### src/rtl/instr_fetch.sv
`default_nettype none
// ============================================================================
// Module   : instr_fetch
// Brief    : Single-outstanding instruction fetch with a PC/instruction FIFO
//            toward decode; a branch redirect flushes buffered and in-flight
//            fetches.
// Revision : 1.0 - initial release
// ============================================================================
module instr_fetch #(
    parameter int PC_SIZE     = 64,
    parameter int INSTR_WIDTH = 32,
    parameter int FIFO_DEPTH  = 4
) (
    input  logic                   clk,
    input  logic                   reset,
    input  logic [PC_SIZE-1:0]     pc_in,
    input  logic                   redirect,
    output logic                   if_ready,
    output logic                   mem_req_valid,
    output logic [PC_SIZE-1:0]     mem_req_addr,
    input  logic                   mem_req_ready,
    input  logic                   mem_resp_valid,
    input  logic [INSTR_WIDTH-1:0] mem_resp_data,
    output logic                   id_valid,
    output logic [INSTR_WIDTH-1:0] id_instr,
    output logic [PC_SIZE-1:0]     id_pc,
    input  logic                   id_ready
);

    localparam int               c_PTR_W = $clog2(FIFO_DEPTH);
    localparam logic [c_PTR_W:0] c_DEPTH = (c_PTR_W + 1)'(FIFO_DEPTH);

    typedef enum logic [1:0] {
        S_IDLE = 2'd0,
        S_REQ  = 2'd1,
        S_WAIT = 2'd2,
        S_DROP = 2'd3
    } state_t;

    state_t                 r_state;
    state_t                 w_state_next;
    logic [PC_SIZE-1:0]     r_req_pc;
    logic [INSTR_WIDTH-1:0] r_instr_mem [FIFO_DEPTH];
    logic [PC_SIZE-1:0]     r_pc_mem    [FIFO_DEPTH];
    logic [c_PTR_W-1:0]     r_wptr;
    logic [c_PTR_W-1:0]     r_rptr;
    logic [c_PTR_W:0]       r_count;
    logic [c_PTR_W:0]       w_count_next;
    logic                   w_req_valid;
    logic                   w_hs;
    logic                   w_id_valid;
    logic                   w_push;
    logic                   w_pop;

    // Gating with reset keeps the next-PC register from advancing during reset.
    assign w_req_valid = (r_state == S_REQ) && !redirect && !reset;
    assign w_hs        = w_req_valid && mem_req_ready;
    assign w_id_valid  = (r_count != '0) && !redirect && !reset;
    assign w_pop       = w_id_valid && id_ready;
    assign w_push      = (r_state == S_WAIT) && mem_resp_valid && !redirect;

    always_comb begin
        w_count_next = r_count;
        if (w_push && !w_pop) begin
            w_count_next = r_count + 1'b1;
        end else if (!w_push && w_pop) begin
            w_count_next = r_count - 1'b1;
        end
    end

    always_comb begin
        w_state_next = r_state;
        case (r_state)
            S_IDLE: begin
                if ((r_count < c_DEPTH) && !redirect) begin
                    w_state_next = S_REQ;
                end
            end
            S_REQ: begin
                if (redirect) begin
                    w_state_next = S_IDLE;
                end else if (w_hs) begin
                    w_state_next = S_WAIT;
                end
            end
            S_WAIT: begin
                if (redirect) begin
                    w_state_next = mem_resp_valid ? S_IDLE : S_DROP;
                end else if (mem_resp_valid) begin
                    w_state_next = (w_count_next < c_DEPTH) ? S_REQ : S_IDLE;
                end
            end
            S_DROP: begin
                if (mem_resp_valid) begin
                    w_state_next = S_IDLE;
                end
            end
            default: w_state_next = S_IDLE;
        endcase
    end

    always_ff @(posedge clk) begin
        if (reset) begin
            r_state  <= S_IDLE;
            r_req_pc <= '0;
        end else begin
            r_state <= w_state_next;
            if (w_hs) begin
                r_req_pc <= pc_in;
            end
        end
    end

    always_ff @(posedge clk) begin
        if (reset) begin
            r_wptr  <= '0;
            r_rptr  <= '0;
            r_count <= '0;
            for (int i = 0; i < FIFO_DEPTH; i++) begin
                r_instr_mem[i] <= '0;
                r_pc_mem[i]    <= '0;
            end
        end else if (redirect) begin
            r_wptr  <= '0;
            r_rptr  <= '0;
            r_count <= '0;
        end else begin
            if (w_push) begin
                r_instr_mem[r_wptr] <= mem_resp_data;
                r_pc_mem[r_wptr]    <= r_req_pc;
                r_wptr              <= r_wptr + 1'b1;
            end
            if (w_pop) begin
                r_rptr <= r_rptr + 1'b1;
            end
            r_count <= w_count_next;
        end
    end

    assign if_ready      = w_hs;
    assign mem_req_valid = w_req_valid;
    assign mem_req_addr  = pc_in;
    assign id_valid      = w_id_valid;
    assign id_instr      = r_instr_mem[r_rptr];
    assign id_pc         = r_pc_mem[r_rptr];

endmodule
`default_nettype wire

### config.mk
export PLATFORM = sky130hd
export DESIGN_NAME = instr_fetch
export DESIGN_NICKNAME = d
export VERILOG_FILES = /design/src/rtl/instr_fetch.sv
export SDC_FILE = /design/constraint.sdc
export NUM_CORES = 1
export LEC_CHECK = 0
export CORE_ASPECT_RATIO = 0.7
export CORE_MARGIN = 4
export CORE_UTILIZATION = 50
export DETAILED_ROUTE_END_ITERATION = 6
export GPL_TIMING_DRIVEN = 0
export PLACE_DENSITY = 0.84
export SLEW_MARGIN = 20
export SYNTH_ARGS = -nofsm -noshare
export SYNTH_HDL_FRONTEND = slang
export SYNTH_SLANG_ARGS = --single-unit
### constraint.sdc
create_clock -name clk -period 7.1 [get_ports clk]
set_input_delay 1.775 -clock clk [delete_from_list [all_inputs] [get_ports clk]]
set_output_delay 1.775 -clock clk [all_outputs]
set_load 0.01 [all_outputs]
==> run_results.csv, run 1 <==
group,metric,value,unit
setup_path,slowest_delay,550,ps
floorplanning,dieArea,43400,µm²
timing,hold_ws,499,ps
finish,nNetsFinal,1700,
yosys,synth-warning-count,0,
placement,port_buffers,263,
floorplanning,die_h,176,µm
setup_path,cp-startpoint,"redirect",
timing,tns,0,ps
finish,fin_util,0.630,
power,comb_power_share,0.059,
timing,setup_viol,0,
clock_tree,cts-resized-gates,0,
detailed_routing,antenna_left,0,
timing,rsz0062_at_grt,"no",
setup_path,r2r_slack,3940,ps
global_route,antenna_found_initial,2,
finish,area_delta_synth_final,24.5,%
timing,worstMarginPinSlew,888,ps
setup_path,crit_buf_inv,5,
detailed_routing,drtPass1Iterations,5,
run,drv_cap,0,
finish,layout_common_cells,"385 x and2_1, 384 x edfxtp_1, 263 x clkdlybuf4s50_1",
setup_path,cp-endpoint,"if_ready",
placement,dpl_cell_area,23500,µm²
timing,maxSlewHeadroom,0.408,
clock_tree,cts_hold_buf,0,
detailed_routing,wirelength,46000,µm
yosys,avgSynthCellArea,15.7,µm²
placement,hpwl,30300,µm
outcome,run_status,"finished clean",
power,p_per_area,227,nW/µm²
finish,stdcell_area,25000,µm²
detailed_routing,avgViaCountPerCell,5.23,
clock_tree,numCtsBuffers,44,
setup_path,rr_endpoint,"r_pc_mem[2][1]",
power,seq_power_share,0.534,
setup_path,crit_cells,7,
floorplanning,fp.dieW,247,µm
timing,fin_ws,1310,ps
detailed_routing,via_count,11300,
clock_tree,cts_buffer_depth,3,
global_route,overflow,0,
setup_path,crit_type,"primary input to primary output",
setup_path,cp_slowest_cell,"clkdlybuf4s50_1",
clock_tree,cts_tree,"yes",
yosys,synth_area_leaders,"edfxtp_1 58%, and2_1 12%, mux4_2 11%, dfxtp_1 7.5%, mux2_2 3.4%",
global_route,grt_max_degree,42,
power,netSwitchingFraction,0.201,
clock_tree,cts_setup_buffers,0,
clock_tree,clock_latency,540,ps
hold_path,min-delay-start,"r_rptr[1]",
clock_tree,htreeDepth,2,
yosys,synth_top_cell_by_area,"edfxtp_1",
clock_tree,clock-root-buffer,"clkbuf_16",
yosys,synth_cell_types,42,
detailed_routing,first_iter_violations,861,
power,vdd_drop_max,144,µV
global_route,globalRouteTotalUtil,0.214,
detailed_routing,routedWlPerCell,21.3,µm
setup_path,worstReg2RegStart,"r_state[0]",
hold_path,hold_path_class,"flip-flop to flip-flop",
finish,drive_above_1_share,0.203,
yosys,async_flop_share,0,
yosys,syn_area,20000,µm²
floorplanning,core_area,39600,µm²
clock_tree,clk_pin_slew,60,ps
floorplanning,initial_utilization,0.506,
detailed_routing,drc_errors,0,
timing,skew,9.73,ps
setup_path,critPathMaxFanout,10,
yosys,syn_inst,1276,
yosys,syn_nets,1383,
timing,drv_slew,0,
power,clock_power_share,0.406,
setup_path,rr_worst_depth,6,
setup_path,critical_path_arrival,4020,ps
power,p_int,4.52,mW
yosys,synthFlopType,"edfxtp_1",
global_route,grt_pass1_vias,12000,
yosys,ys_ff_latch,459,
placement,placed_cells,2082,
timing,fin_crit,5790,ps
setup_path,start_kind,"primary input",
setup_path,end_kind,"primary output",
timing,finalCritPeriodShare,0.816,
placement,dpl_worst_slack,1340,ps
finish,layout.cells.non_filler,2162,
timing,hold_violations,0,
setup_path,crit_family,"buffers and inverters",
yosys,yosysSeqAreaShare,0.650,
setup_path,path_cells,"clkdlybuf4s50_1, nor4b_2, nand2_1, buf_2, buf_2, inv_1, clkdlybuf4s50_1",
power,p_leak,9.21,nW
placement,place.gp.congestion,0.751,
yosys,synth_top_area_share,0.575,
setup_path,cp.required,5330,ps
clock_tree,cts_sinks,459,
floorplanning,placementRows,61,
power,power.total,5.65,mW
finish,layout_commonest_cell,"and2_1",
yosys,synth_edf_count,384,
global_route,grt_pass1_wl,70000,µm
power,power_switching,1.14,mW
floorplanning,top_level_ports,265,
timing,fmax,0.173,GHz
[cell usage after synthesis, types with 3 or more instances]
cell type	instances
a21oi_1	5
and2_1	385
buf_2	19
buf_4	64
buf_6	8
clkbuf_1	46
clkbuf_2	5
dfxtp_1	75
edfxtp_1	384
ha_1	5
inv_1	8
mux2_1	4
mux2_2	60
mux4_2	96
nand2_1	3
nand3_1	4
nor2_1	7
nor2b_1	66
or2_2	4
[state kept, by name, indices dropped and copies added (netlist names), named ones only]
signal       flops
r_count          3
r_instr_mem    128
r_pc_mem       256
r_req_pc        64
r_rptr           2
r_state          2
r_wptr           2
[how the worst min path moves through the flow]
stage	endpoint	slack, ps	cells past startpoint
finish	r_rptr[1]	500	2
global route	r_rptr[1]	540	2
CTS	r_rptr[1]	510	2
detailed placement	r_rptr[1]	500	2
global placement	r_rptr[1]	470	2
floorplan	flip-flop	450	2
[power groups by stage]
stage                     registers [mW]  clock network, mW  logic (mW)
after floorplan                     3.07                  0       0.136
after global placement              3.08                  0       0.321
after detailed placement            3.08                  0       0.339
after CTS                           3.02               2.34       0.341
after global routing                3.03               2.46       0.356
final                               3.02               2.30       0.336
[worst register-to-register path, cell delays in order (launching register included)]
cell and delay [ps]:
dfxtp_1 350, or3b_4 460, nor4_4 660, buf_6 260, or2_4 490, buf_12 310, buf_16 270
[routing by layer]
layer  wire [µm]  GRT usage
met1       18900      0.290
met2       22700      0.362
met3        3210     0.0391
met4        1100     0.0547
met5          13          0
[cell families (layout without fill, tap and decap cells)]
family / after synthesis / after routing / synth area share
compound gates: 16 / 16 / 0.00524
xor+xnor: 1 / 1 / 0.000437
fa+ha+maj: 5 / 5 / 0.00312
buf+inv: 152 / 502 / 0.0449
flops: 459 / 459 / 0.650
mux: 160 / 160 / 0.144
other cells: 0 / 1 / 0
simple gates: 483 / 483 / 0.152
[cell type report]
class | count | area, µm²
clock buffers | 65 | 1260
fillers | 2808 | 14700
well taps | 535 | 669
repair buffers | 271 | 2820
multi-input cells | 665 | 6130
diodes | 1 | 2.50
flip-flops and latches | 459 | 13000
clock inverters | 14 | 143
plain buffers | 143 | 867
inverters | 9 | 33.8
No activity file was read; power rests on OpenSTA's default activity.
==> inputs of run 2 (changes only) <==
- clock period: 7.1 -> 5.4 ns (I/O delays scaled with it)
==> results of run 2 <==
The final DEF is identical to that of run 1. Status: finished clean.
Main changes from that run: setup slack after placement 1340 ps -> 493 ps; setup slack after layout 1310 ps -> 456 ps; register-to-register setup slack 3940 ps -> 2240 ps; total power 5.65 mW -> 7.43 mW; worst IR drop on VDD 144 µV -> 190 µV
==> inputs of run 3 (changes only) <==
- CAP_MARGIN: default -> 20
==> run 3 against run 2 <==
  * Setup slack got worse by 20 ps
  * Die area is the same
  * Combinational power barely moved
  * First-iteration DRC count grew 2.9%
  * Via count increased by 0.81%
  * Critical endpoint unchanged
  * Largest power group unchanged
==> run_results.csv, run 3 (synthesis results as in run 1) <==
group,metric,value,unit
clock_tree,cts_buffer_depth,3,
setup_path,crit_family,"buffers and inverters",
clock_tree,clock_latency,550,ps
finish,drive_above_1_share,0.204,
setup_path,critical_path_arrival,3610,ps
detailed_routing,drc_errors,0,
timing,fin_crit,4960,ps
placement,hpwl,30300,µm
setup_path,end_kind,"primary output",
floorplanning,dieArea,43400,µm²
detailed_routing,avgViaCountPerCell,5.27,
placement,dpl_cell_area,23500,µm²
clock_tree,clk_pin_slew,60,ps
finish,layout.cells.non_filler,2162,
placement,place.gp.congestion,0.751,
timing,maxSlewHeadroom,0.367,
floorplanning,top_level_ports,265,
setup_path,crit_type,"primary input to primary output",
clock_tree,cts_setup_buffers,0,
power,power.total,7.36,mW
placement,dpl_worst_slack,487,ps
finish,layout_common_cells,"385 x and2_1, 384 x edfxtp_1, 263 x clkdlybuf4s50_1",
detailed_routing,antenna_left,0,
timing,skew,13.9,ps
timing,setup_viol,0,
timing,fin_ws,436,ps
power,p_per_area,296,nW/µm²
setup_path,cp_slowest_cell,"clkdlybuf4s50_1",
timing,drv_slew,0,
floorplanning,initial_utilization,0.506,
global_route,grt_max_degree,42,
finish,layout_commonest_cell,"and2_1",
timing,hold_violations,0,
floorplanning,core_area,39600,µm²
global_route,globalRouteTotalUtil,0.214,
finish,stdcell_area,24900,µm²
floorplanning,placementRows,61,
timing,fmax,0.201,GHz
global_route,grt_pass1_wl,70000,µm
timing,rsz0062_at_grt,"no",
global_route,grt_pass1_vias,12000,
floorplanning,fp.dieW,247,µm
detailed_routing,routedWlPerCell,21.3,µm
clock_tree,cts_tree,"yes",
hold_path,hold_path_class,"flip-flop to flip-flop",
finish,largest_register_ff_count,256,
setup_path,crit_buf_inv,5,
clock_tree,htreeDepth,2,
placement,port_buffers,263,
timing,finalCritPeriodShare,0.919,
clock_tree,cts-resized-gates,0,
clock_tree,clock-root-buffer,"clkbuf_16",
timing,worstMarginPinSlew,950,ps
power,vdd_drop_max,187,µV
setup_path,start_kind,"primary input",
clock_tree,cts_sinks,459,
setup_path,slowest_delay,550,ps
finish,nNetsFinal,1700,
clock_tree,cts_hold_buf,0,
outcome,run_status,"finished clean",
setup_path,critPathMaxFanout,10,
global_route,overflow,0,
placement,placed_cells,2082,
run,drv_cap,0,
timing,tns,0,ps
power,p_leak,9.19,nW
detailed_routing,via_count,11400,
finish,area_delta_synth_final,24.2,%
finish,regMostFlops,"r_pc_mem",
detailed_routing,first_iter_violations,886,
setup_path,path_cells,"clkdlybuf4s50_1, nor4b_2, nand2_1, buf_2, buf_2, inv_1, clkdlybuf4s50_1",
setup_path,cp.required,4050,ps
clock_tree,numCtsBuffers,44,
global_route,antenna_found_initial,4,
floorplanning,die_h,176,µm
detailed_routing,wirelength,46000,µm
detailed_routing,drtPass1Iterations,5,
finish,reg_top3,"r_pc_mem: 256 flops, r_instr_mem: 128 flops, r_req_pc: 64 flops",
==> run 3: stage by stage <==
stage	hold slack [ps]	utilization
floorplan	455	-
global placement	471	0.589
detailed placement	495	0.594
CTS	503	0.629
global route	524	0.629
finish	496	0.629
==> run 3: worst register-to-register path: stages, from the launching register on <==
cell	delay, ps
dfxtp_1	350
or3b_4	460
nor4_4	680
buf_6	260
or2_4	450
buf_12	300
buf_16	270
==> run 3: cell type report <==
| class | count | area [µm²] |
|---|---|---|
| Fill cell | 2841 | 14700 |
| Sequential cell | 459 | 13000 |
| Multi-Input combinational cell | 665 | 6130 |
| Timing Repair Buffer | 271 | 2820 |
| Clock buffer | 65 | 1260 |
| Buffer | 143 | 867 |
| Tap cell | 535 | 669 |
| Clock inverter | 13 | 95.1 |
| Inverter | 9 | 33.8 |
| Antenna cell | 2 | 5.00 |
==> run 3: path summary, 6_finish.rpt <==
check                           slack (ps)       start  cells past startpoint                 end
worst min register to register         500   r_rptr[1]                      2           r_rptr[1]
worst max register to register        2260  r_state[0]                      6  r_instr_mem[2][13]
worst max-delay path                   440    redirect                      7            if_ready
worst min-delay path                   500   r_rptr[1]                      2           r_rptr[1]
==> run 3: per-layer routing <==
layer,track usage,vias to the layer above,routed length [µm]
met1,0.288,5763,19000
li1,-,5202,-
met2,0.367,369,23300
met3,0.0383,57,2960
met4,0.0493,2,719
met5,0,-,13
==> run 3: power by group <==
group          internal (mW)  switching (mW)
registers               3.93          0.0375
clock network           1.66            1.29
logic                  0.245           0.195
total                   5.84            1.52
